<file path="src/rtl/press_sched_pkg.sv">
// Shared types and constants for the floor-call press scheduler.
// Combinational only; no latency or backpressure.
package press_sched_pkg;

    typedef enum logic [1:0] {
        IDLE   = 2'd0,
        WAIT   = 2'd1,
        SAMPLE = 2'd2
    } state_t;

    localparam int FLOOR_W_DEF = 3;
    localparam int DROP_CNT_W  = 8;
    localparam int GAP_W       = 9;

    typedef struct packed {
        logic [FLOOR_W_DEF-1:0] floor;
        logic                   dir;
    } call_t;

    // The bottom floor can only be called upward, the top floor only downward.
    function automatic logic fix_dir(input logic at_bottom, input logic at_top, input logic req_up);
        logic dir;
        dir = req_up;
        if (at_bottom) dir = 1'b1;
        else if (at_top) dir = 1'b0;
        return dir;
    endfunction

endpackage

</file>
<file path="src/rtl/press_scheduler_if.sv">
// Call handshake between the press scheduler (master) and the elevator controller (slave).
// Plain valid/ready bundle; no latency of its own.
interface press_call_if #(
    parameter int FLOOR_W = 3
);
    logic               call_valid;
    logic               call_ready;
    logic [FLOOR_W-1:0] call_floor;
    logic               call_dir;

    modport master (
        output call_valid,
        output call_floor,
        output call_dir,
        input  call_ready
    );

    modport slave (
        input  call_valid,
        input  call_floor,
        input  call_dir,
        output call_ready
    );
endinterface

</file>
<file path="src/rtl/press_fifo.sv">
// Small synchronous FIFO; a push is visible at the head one cycle later (no bypass).
// A push when full is accepted only if a pop frees a slot in the same cycle.
module press_fifo #(
    parameter int DEPTH = 4,
    parameter int WIDTH = 4
) (
    input  logic             clk,
    input  logic             rst_n,
    input  logic             push_vld,
    input  logic [WIDTH-1:0] push_dat,
    input  logic             pop_vld,
    output logic             full,
    output logic             empty,
    output logic [WIDTH-1:0] head_dat
);

    localparam int AW = $clog2(DEPTH);
    localparam logic [AW:0] PTR_ONE = {{AW{1'b0}}, 1'b1};

    logic [AW:0]      wr_ptr_q, wr_ptr_d;
    logic [AW:0]      rd_ptr_q, rd_ptr_d;
    logic [WIDTH-1:0] hold_q, hold_d;
    logic [WIDTH-1:0] mem_q [DEPTH];
    logic             push_ok;
    logic             pop_ok;

    assign empty   = (wr_ptr_q == rd_ptr_q);
    assign full    = (wr_ptr_q[AW] != rd_ptr_q[AW]) &&
                     (wr_ptr_q[AW-1:0] == rd_ptr_q[AW-1:0]);
    assign pop_ok  = pop_vld && !empty;
    assign push_ok = push_vld && (!full || pop_ok);

    // When empty the head repeats the last entry that was presented.
    assign head_dat = empty ? hold_q : mem_q[rd_ptr_q[AW-1:0]];

    always_comb begin
        wr_ptr_d = wr_ptr_q;
        rd_ptr_d = rd_ptr_q;
        hold_d   = hold_q;
        if (push_ok) wr_ptr_d = wr_ptr_q + PTR_ONE;
        if (pop_ok)  rd_ptr_d = rd_ptr_q + PTR_ONE;
        if (!empty)  hold_d   = mem_q[rd_ptr_q[AW-1:0]];
    end

    always_ff @(posedge clk or negedge rst_n) begin
        if (!rst_n) begin
            wr_ptr_q <= '0;
            rd_ptr_q <= '0;
            hold_q   <= '0;
        end else begin
            wr_ptr_q <= wr_ptr_d;
            rd_ptr_q <= rd_ptr_d;
            hold_q   <= hold_d;
        end
    end

    always_ff @(posedge clk) begin
        if (push_ok) mem_q[wr_ptr_q[AW-1:0]] <= push_dat;
    end

endmodule

</file>
<file path="src/rtl/press_scheduler.sv">
// Paces rng samples into floor-call presses, drops duplicates/overflow, queues them for the controller.
// SAMPLE to call_valid is 1 cycle; call_ready low only fills the queue. Macro PRESS_SCHED_DEDUP_EN enables duplicate suppression.
module press_scheduler
    import press_sched_pkg::*;
#(
    parameter  int NUM_FLOORS = 8,
    parameter  int FIFO_DEPTH = 4,
    parameter  int MIN_GAP    = 16,
    localparam int FLOOR_W    = $clog2(NUM_FLOORS)
) (
    input  logic                  clk,
    input  logic                  rst,
    input  logic                  en,
    input  logic [11:0]           rand_in,
    press_call_if.master          call_if,
    input  logic                  svc_valid,
    input  logic [FLOOR_W-1:0]    svc_floor,
    output logic [NUM_FLOORS-1:0] pending,
    output logic [DROP_CNT_W-1:0] drop_cnt
);

    state_t                  state_q, state_d;
    logic [GAP_W-1:0]        gap_q, gap_d;
    logic [NUM_FLOORS-1:0]   pending_q, pending_d;
    logic [DROP_CNT_W-1:0]   drop_cnt_q, drop_cnt_d;

    logic [FLOOR_W-1:0]      smp_floor;
    logic                    smp_dir;
    logic                    sample_now;
    logic                    is_dup;
    logic                    pop;
    logic                    push;
    logic                    drop;
    logic                    fifo_full;
    logic                    fifo_empty;
    logic [FLOOR_W:0]        head_dat;
    logic                    unused_rand;

    assign unused_rand = ^rand_in;

    assign smp_floor  = rand_in[FLOOR_W-1:0];
    assign smp_dir    = fix_dir(smp_floor == '0,
                                smp_floor == FLOOR_W'(NUM_FLOORS - 1),
                                rand_in[FLOOR_W]);
    assign sample_now = (state_q == SAMPLE) && en;

`ifdef PRESS_SCHED_DEDUP_EN
    // A same-cycle service of this floor counts as already cleared.
    assign is_dup = pending_q[smp_floor] && !(svc_valid && (svc_floor == smp_floor));
`else
    assign is_dup = 1'b0;
`endif

    assign pop  = !fifo_empty && call_if.call_ready;
    assign push = sample_now && !is_dup && (!fifo_full || pop);
    assign drop = sample_now && !push;

    always_comb begin
        state_d = state_q;
        gap_d   = gap_q;
        case (state_q)
            IDLE: begin
                if (en) begin
                    state_d = WAIT;
                    gap_d   = GAP_W'(MIN_GAP);
                end
            end
            WAIT: begin
                if (!en) begin
                    state_d = IDLE;
                    gap_d   = '0;
                end else if (gap_q <= GAP_W'(1)) begin
                    state_d = SAMPLE;
                    gap_d   = '0;
                end else begin
                    gap_d   = gap_q - GAP_W'(1);
                end
            end
            SAMPLE: begin
                if (!en) begin
                    state_d = IDLE;
                    gap_d   = '0;
                end else begin
                    state_d = WAIT;
                    gap_d   = GAP_W'(MIN_GAP) + GAP_W'(rand_in[11:8]);
                end
            end
            default: begin
                state_d = IDLE;
                gap_d   = '0;
            end
        endcase
    end

    // Service clears first so a same-floor enqueue in the same cycle wins.
    always_comb begin
        pending_d  = pending_q;
        drop_cnt_d = drop_cnt_q;
        if (svc_valid) pending_d[svc_floor] = 1'b0;
        if (push)      pending_d[smp_floor] = 1'b1;
        if (drop && (drop_cnt_q != '1)) drop_cnt_d = drop_cnt_q + DROP_CNT_W'(1);
    end

    always_ff @(posedge clk or negedge rst) begin
        if (!rst) begin
            state_q    <= IDLE;
            gap_q      <= '0;
            pending_q  <= '0;
            drop_cnt_q <= '0;
        end else begin
            state_q    <= state_d;
            gap_q      <= gap_d;
            pending_q  <= pending_d;
            drop_cnt_q <= drop_cnt_d;
        end
    end

    press_fifo #(
        .DEPTH (FIFO_DEPTH),
        .WIDTH (FLOOR_W + 1)
    ) u_fifo (
        .clk      (clk),
        .rst_n    (rst),
        .push_vld (push),
        .push_dat ({smp_floor, smp_dir}),
        .pop_vld  (pop),
        .full     (fifo_full),
        .empty    (fifo_empty),
        .head_dat (head_dat)
    );

    assign call_if.call_valid = !fifo_empty;
    assign call_if.call_floor = head_dat[FLOOR_W:1];
    assign call_if.call_dir   = head_dat[0];
    assign pending            = pending_q;
    assign drop_cnt           = drop_cnt_q;

endmodule

</file>
<file path="src/flat_wrapper.sv">
// flat-port wrapper written by rule: the top's interface ports become plain ports
module press_scheduler_flat import press_sched_pkg::*;
#(
    parameter  int NUM_FLOORS = 8,
    parameter  int FIFO_DEPTH = 4,
    parameter  int MIN_GAP    = 16,
    localparam int FLOOR_W    = $clog2(NUM_FLOORS)
)
  (clk, rst, en, rand_in, svc_valid, svc_floor, pending, drop_cnt, call_if_call_valid, call_if_call_floor, call_if_call_dir, call_if_call_ready);
  press_call_if call_if_i ();
  input  logic clk;
  input  logic rst;
  input  logic en;
  input  logic [11:0] rand_in;
  input  logic svc_valid;
  input  logic [FLOOR_W-1:0] svc_floor;
  output logic [NUM_FLOORS-1:0] pending;
  output logic [DROP_CNT_W-1:0] drop_cnt;
  output wire logic [$bits(call_if_i.call_valid)-1:0] call_if_call_valid;
  output wire logic [$bits(call_if_i.call_floor)-1:0] call_if_call_floor;
  output wire logic [$bits(call_if_i.call_dir)-1:0] call_if_call_dir;
  input wire logic [$bits(call_if_i.call_ready)-1:0] call_if_call_ready;
  assign call_if_call_valid = call_if_i.call_valid;
  assign call_if_call_floor = call_if_i.call_floor;
  assign call_if_call_dir = call_if_i.call_dir;
  assign call_if_i.call_ready = call_if_call_ready;
  press_scheduler #(.NUM_FLOORS(NUM_FLOORS), .FIFO_DEPTH(FIFO_DEPTH), .MIN_GAP(MIN_GAP)) u_core (.clk(clk), .rst(rst), .en(en), .rand_in(rand_in), .call_if(call_if_i), .svc_valid(svc_valid), .svc_floor(svc_floor), .pending(pending), .drop_cnt(drop_cnt));
endmodule
</file>
<file path="config.mk">
export PLATFORM = sky130hd
export DESIGN_NAME = press_scheduler_flat
export DESIGN_NICKNAME = d
export VERILOG_FILES = /design/src/rtl/press_sched_pkg.sv /design/src/rtl/press_scheduler_if.sv /design/src/rtl/press_fifo.sv /design/src/rtl/press_scheduler.sv /design/src/flat_wrapper.sv
export SDC_FILE = /design/constraint.sdc
export NUM_CORES = 1
export LEC_CHECK = 0
export BUFFER_PORTS_ARGS = -buffer_cell sky130_fd_sc_hd__clkbuf_2
export CAP_MARGIN = 10
export CELL_PAD_IN_SITES_DETAIL_PLACEMENT = 1
export CELL_PAD_IN_SITES_GLOBAL_PLACEMENT = 1
export CORE_MARGIN = 2
export CORE_UTILIZATION = 35
export DETAILED_ROUTE_END_ITERATION = 8
export PLACE_DENSITY = 0.61
export SETUP_SLACK_MARGIN = 0.05
export SYNTH_ARGS = -nofsm -noshare
export SYNTH_HDL_FRONTEND = slang
export SYNTH_SLANG_ARGS = --single-unit
</file>
<file path="constraint.sdc">
create_clock -name clk -period 2.4 [get_ports clk]
set_input_delay 0 -clock clk [delete_from_list [all_inputs] [get_ports clk]]
set_output_delay 0 -clock clk [all_outputs]
set_load 0.01 [all_outputs]
</file>
Word level (Yosys, flattened, before mapping)

Memories as Yosys holds them, arrays and structs flattened.
Index checks and enable logic that the tools add are counted.

Mux-type cells: 21
Reductions and logical operators: 18
Equality and inequality tests: 9
Magnitude comparators: 5
Add/subtract/negate cells: 5
Bitwise operators: 3

Operators by type and width:

| cell                | count |
|---|---|
| $mux 9              | 4 |
| $pmux 9 s3          | 1 |
| $mux 8              | 2 |
| $logic_and 1x1->1   | 10 |
| $le 9x1->1 const B  | 1 |
| $sub 9x1->9 const B | 1 |
| $add 8x1->8 const B | 1 |
| $and 8x8->8         | 1 |
| $lt 3x4->1 const B  | 2 |
| $ne 8x8->1 const B  | 1 |
| $not 8->8           | 1 |
| $or 8x8->8          | 1 |
| $mux 1              | 7 |
| $add 3x1->3 const B | 2 |
| $add 5x4->6 const A | 1 |
| $demux 1 s3         | 2 |
| $ge 3x1->1 const B  | 2 |
| $mux 2              | 3 |
| $pmux 2 s3          | 1 |
| $mux 4              | 1 |
| $eq 3x3->1          | 1 |
| $eq 3x3->1 const B  | 1 |
| $logic_not 1->1     | 3 |
| $logic_not 3->1     | 1 |
| 9 further kinds     | 10 |

Memories: 1
RAM bits: 16
Input port bits: 20
Output and inout bits: 21
Register bits: 37
Logic and storage cells: 69

Memory list:

| name                | words | width | rd ports | clocked after Yosys merged registers in | write ports | RTL line         | RTL |
|---|---|---|---|---|---|---|---|
| u_core.u_fifo.mem_q | 4     | 4     | 1        | 0                                       | 1           | press_fifo.sv:23 | `logic [WIDTH-1:0] mem_q [DEPTH];` |

Depth between registers and ports, before layout

Depth after elaboration: 9
Gate-level depth with buffers: 6
Gate-level depth less buffers: 6

By module

A second synthesis with hierarchy kept.

Cell total of the unflattened synthesis: 208
Area total of the unflattened synthesis: 2617.5 um^2

Modules (own cells, without submodules):

| module          | instances | seq. area each (um^2) | area an instance (um^2) | cells an instance |
|---|---|---|---|---|
| press_scheduler | 1         | 675.6                 | 1423.9                  | 142 |
| press_fifo      | 1         | 730.7                 | 1193.6                  | 66 |

Worst setup path before layout

OpenSTA, ideal clock, no wires.

Path kind: flip-flop to flip-flop
From: register u_core.gap_q[1]
To: register u_core.gap_q[7]
Data required time: 2.279 ns
Path slack: 0.748 ns
Cell stages (with the launch flop): 5
Buffers on the path: 0
Period minus slack after synthesis: 1.652 ns
Setup time: 0.121 ns
Data arrival time: 1.531 ns
Path through: dfrtp_1 -> or3_4 -> or3_4 -> o31a_2 -> o22a_1

Cells in the longest elaborated chain, start to end: 4
Elaborated cells on any way between the ends: 5
Those cells by class: add/sub (1); order compare (1); mux (3)

Ends and longest elaborated chain:

| item                                      | RTL line                                     | RTL |
|---|---|---|
| from (decl)                               | press_scheduler.sv:23                        | `logic [GAP_W-1:0] gap_q, gap_d;` |
| from (signal assigned)                    | press_scheduler.sv:112                       | `gap_q <= gap_d;` |
| $sub 9x1->9 or $le 9x1->1 (tied branches) | press_scheduler.sv:76, press_scheduler.sv:72 |  |
| $mux 9 *                                  | press_scheduler.sv:72                        | `end else if (gap_q <= GAP_W'(1)) begin` |
| $mux 9 *                                  | press_scheduler.sv:69                        | `if (!en) begin` |
| $pmux 9 s3 *                              | press_scheduler.sv:61                        | `case (state_q)` |

Mark *: on every way between the ends. The rest lies on a longest branch, timed or not.
A chain may end at the register's enable or synchronous reset.

Final worst setup path

From: register u_core.u_fifo.rd_ptr_q[1]
To: register u_core.pending_q[1], in the netlist u_core.pending[1]

Cells in the longest elaborated chain, start to end: 6
Elaborated cells on any way between the ends: 9
Those cells by class: eq/ne (2); mux (1); reduce/logical (6)

Ends and longest elaborated chain:

| item                                                 | RTL line                                     | RTL |
|---|---|---|
| from (decl)                                          | press_fifo.sv:21                             | `logic [AW:0] rd_ptr_q, rd_ptr_d;` |
| from (signal assigned)                               | press_fifo.sv:52                             | `rd_ptr_q <= rd_ptr_d;` |
| $eq 3x3->1 or $eq 2x2->1 (tied branches)             | press_fifo.sv:27, press_fifo.sv:29           |  |
| $logic_not 1->1 or $logic_and 1x1->1 (tied branches) | press_scheduler.sv:54, press_fifo.sv:28      |  |
| $logic_and 1x1->1 or $logic_not 1->1 (tied branches) | press_scheduler.sv:54, press_scheduler.sv:55 |  |
| $logic_or 1x1->1 *                                   | press_scheduler.sv:55                        | `assign push = sample_now && !is_dup && (!fifo_full \|\| pop);` |
| $logic_and 1x1->1 *                                  | press_scheduler.sv:55                        |  |
| $mux 8 *                                             | press_scheduler.sv:100                       | `if (push) pending_d[smp_floor] = 1'b1;` |
| via u_core.pending_d[1]                              | press_scheduler.sv:24                        | `logic [NUM_FLOORS-1:0] pending_q, pending_d;` |
| to (signal assigned)                                 | press_scheduler.sv:113                       | `pending_q <= pending_d;` |
| to (decl)                                            | press_scheduler.sv:24                        |  |

The timed path passes the listed nets; every way through them passes the cells marked *.

==> results.py <==
metrics = {
    "status": {
        "outcome": "completed",
    },
    "global_route": {
        "grt_pass1_vias": 1817,
        "grtUsageTotal_pct": 15.0,
        "grt_first_pass_wirelength_um": 8850,
        "grt_max_degree": 38,
        "grt_overflow": 0,
        "antenna_found_initial": 0,
    },
    "drt": {
        "ant_nets": 0,
        "dr_total_vias": 1736,
        "routed_wl_um": 5200,
        "highest_layer": "met4",
        "first_pass_iters": 4,
        "wl_met1_um": 2600,
        "first_iter_violations": 53,
        "route.met2.wl_um": 2420,
        "drc_errors": 0,
        "routedWlPerCell_um": 14.7,
        "viasPerCell": 4.89,
        "dr_wl_met3_um": 135,
    },
    "timing": {
        "rsz0062_at_grt": "no",
        "slew_headroom_pct": 36.3,
        "hold_viol_final": 0,
        "timing.final.crit_share_pct": 86.2,
        "finClkSkew_ns": 0.00272,
        "clock.fmax_ghz": 0.483,
        "worst_slew_pin_slew_ns": 0.956,
        "drv_slew": 0,
        "setup-violations-final": 0,
        "final.min_clock_period_ns": 2.07,
        "finalSetupTns_ns": 0,
    },
    "yosys": {
        "async_flop_share_pct": 69.8,
        "synth_nets": 232,
        "ys_seq_area_share_pct": 56.6,
        "yosysTopAreaCellShare_pct": 37.3,
        "synth_area_um2": 2480,
        "synth_area_leader_cell": "dfrtp_1",
        "synth_commonest_cells": "dfrtp_1 (37), edfxtp_1 (16), o21ai_0 (16)",
        "synth_warnings": 0,
        "ys_types": 41,
        "synth.area.top_cells": "dfrtp_1 (37%), edfxtp_1 (19%), ha_1 (4.0%)",
        "yosysMostFrequentCell": "dfrtp_1",
        "synth_cells": 204,
        "ys_seq_elements": 53,
        "ys.flop_type": "dfrtp_1",
        "synth_edf_count": 16,
        "avgSynthCellArea_um2": 12.2,
    },
    "clocking": {
        "tritoncts": "built",
        "cts.clk_slew.worst_paths_ns": 0.10,
        "ctsHtreeMaxLevel": 2,
        "post_cts_resized": 0,
        "clock_latency_ns": 0.31,
        "cts_buffers": 5,
        "cts_root_buf": "clkbuf_8",
        "cts_buffer_depth": 2,
        "cts.sinks": 53,
        "post_cts_buffers": 0,
        "hold_buffers": 10,
    },
    "pwr": {
        "p_per_area_nw_per_um2": 935,
        "cellLeakagePower_nw": 1.34,
        "ir_drop_v": 0.000313,
        "p_sw_share_pct": 35.5,
        "p_sw_mw": 0.994,
        "finalPower_mw": 2.80,
        "p_seq_share_pct": 45.6,
        "power_frac_comb_pct": 35.5,
        "clkPwrFrac_pct": 18.9,
        "intPower_mw": 1.81,
    },
    "critical_path": {
        "required_ns": 2.65,
        "path_buf_inv": 2,
        "slowest_delay_ns": 0.59,
        "critPathKind": "register to register",
        "worstReg2RegEnd": "u_core.pending[1]",
        "cp_max_fo": 12,
        "r2r_setup_slack_ns": 0.33,
        "start_kind": "register",
        "path_delay_family": "buffers and inverters",
        "r2r_cells": 6,
        "rr_startpoint": "u_core.u_fifo.rd_ptr_q[1]",
        "cp.arrival_ns": 2.32,
        "crit_chain": "xnor2_1, nand4_1, buf_4, nand3_1, o31ai_1, dlygate4sd3_1",
        "cp-end-kind": "register",
        "critical-path-slowest-cell": "dlygate4sd3_1",
    },
    "floorplan": {
        "num_rows": 30,
        "ios": 41,
        "die-area_um2": 7790,
        "start_util_pct": 36.4,
        "die-width_um": 88.2,
        "die_y_um": 88.2,
        "core_um2": 6830,
    },
    "hold_path": {
        "min_path_cells": 1,
        "min_to": "u_core.u_fifo.mem_q[0][3]",
        "hp-start": "rand_in[2]",
        "hold_class": "input pin to register",
    },
    "final_layout": {
        "num-nets-final": 286,
        "finalNonFillerCells": 355,
        "num_antenna_cells": 0,
        "syn_to_final_growth_pct": 20.6,
        "drive_gt1_share_pct": 25.5,
    },
    "placement": {
        "gp_congestion": 0.735,
        "dp.cells": 337,
        "hpwl_um": 3790,
        "port_buffers": 36,
    },
    "flow_run": {
        "maxCapViolations": 0,
    },
}
==> cells in the final DEF, fill, tap and decap left out, drive strengths merged, types with 9 or more instances in the layout <==
| master | instances |
|---|---|
| nand2 | 13 |
| edfxtp | 16 |
| nor2 | 9 |
| o21ai | 16 |
| xor2 | 11 |
| inv | 11 |
| clkbuf | 41 |
| dfrtp | 37 |
| dlygate4sd3 | 10 |
==> through the flow <==
step	utilization (%)	setup WS [ns]	instance area, um^2	hold WS (ns)
5_1_grt	43.8	0.238	3000	0.0334
3_5_place_dp	41.0	0.638	2800	0.235
3_3_place_gp	41.0	0.642	2800	0.222
2_1_floorplan	-	0.748	2480	-0.296
4_1_cts	43.8	0.350	3000	0.00535
6_report	43.8	0.330	3000	0.0280
==> sequential cells by signal (all words and copies together), names as in the netlist <==
register / count
u_core.u_fifo.mem_q: 16
u_core.gap_q: 9
u_core.drop_cnt: 8
u_core.pending: 8
u_core.u_fifo.hold_q: 4
u_core.u_fifo.rd_ptr_q: 3
u_core.u_fifo.wr_ptr_q: 3
u_core.state_q: 2
==> power by group through the flow <==
stage | Sequential [mW] | Combinational, mW | Clock [mW]
finish | 1.28 | 0.995 | 0.529
global route | 1.31 | 1.12 | 0.592
CTS | 1.28 | 1.01 | 0.557
detailed placement | 1.30 | 0.997 | 0
global placement | 1.30 | 0.978 | 0
floorplan | 1.26 | 0.732 | 0
==> metal layers <==
metal  vias to the layer above  track usage [%]
met1                       852             21.0
met3                         5             3.17
li1                        856                -
met5                         -                0
met4                         0             4.96
met2                        23             23.3
==> kinds of logic after synthesis <==
group / share of synthesized area (%)
AOI/OAI and AO/OA: 10.3
xor gates and xnor gates: 5.94
adders and majority gates: 4.03
buffers and inverters: 2.07
DFF: 56.6
muxes: 6.80
and+or+nand+nor: 14.2
==> how the worst max path moves through the flow <==
stage                         startpoint                end  slack (ns)  depth (start not counted)
3_3_place_gp             u_core.gap_q[0]    u_core.gap_q[5]        0.64                          5
2_1_floorplan            u_core.gap_q[1]    u_core.gap_q[7]        0.75                          4
3_5_place_dp             u_core.gap_q[0]    u_core.gap_q[5]        0.64                          5
4_1_cts                u_core.state_q[0]  u_core.pending[1]        0.35                          5
5_1_grt                u_core.state_q[0]  u_core.pending[1]        0.24                          5
6_report       u_core.u_fifo.rd_ptr_q[1]  u_core.pending[1]        0.33                          6
==> layout make-up <==
| class | count | area (um^2) |
|---|---|---|
| Inverter | 10 | 37.5 |
| Fill cell | 796 | 3840 |
| Sequential cell | 53 | 1410 |
| Clock buffer | 5 | 68.8 |
| Timing Repair Buffer | 50 | 310 |
| Tap cell | 96 | 120 |
| Multi-Input combinational cell | 138 | 1030 |
| Clock inverter | 3 | 26.3 |
Power figures use the tool's default switching activity.
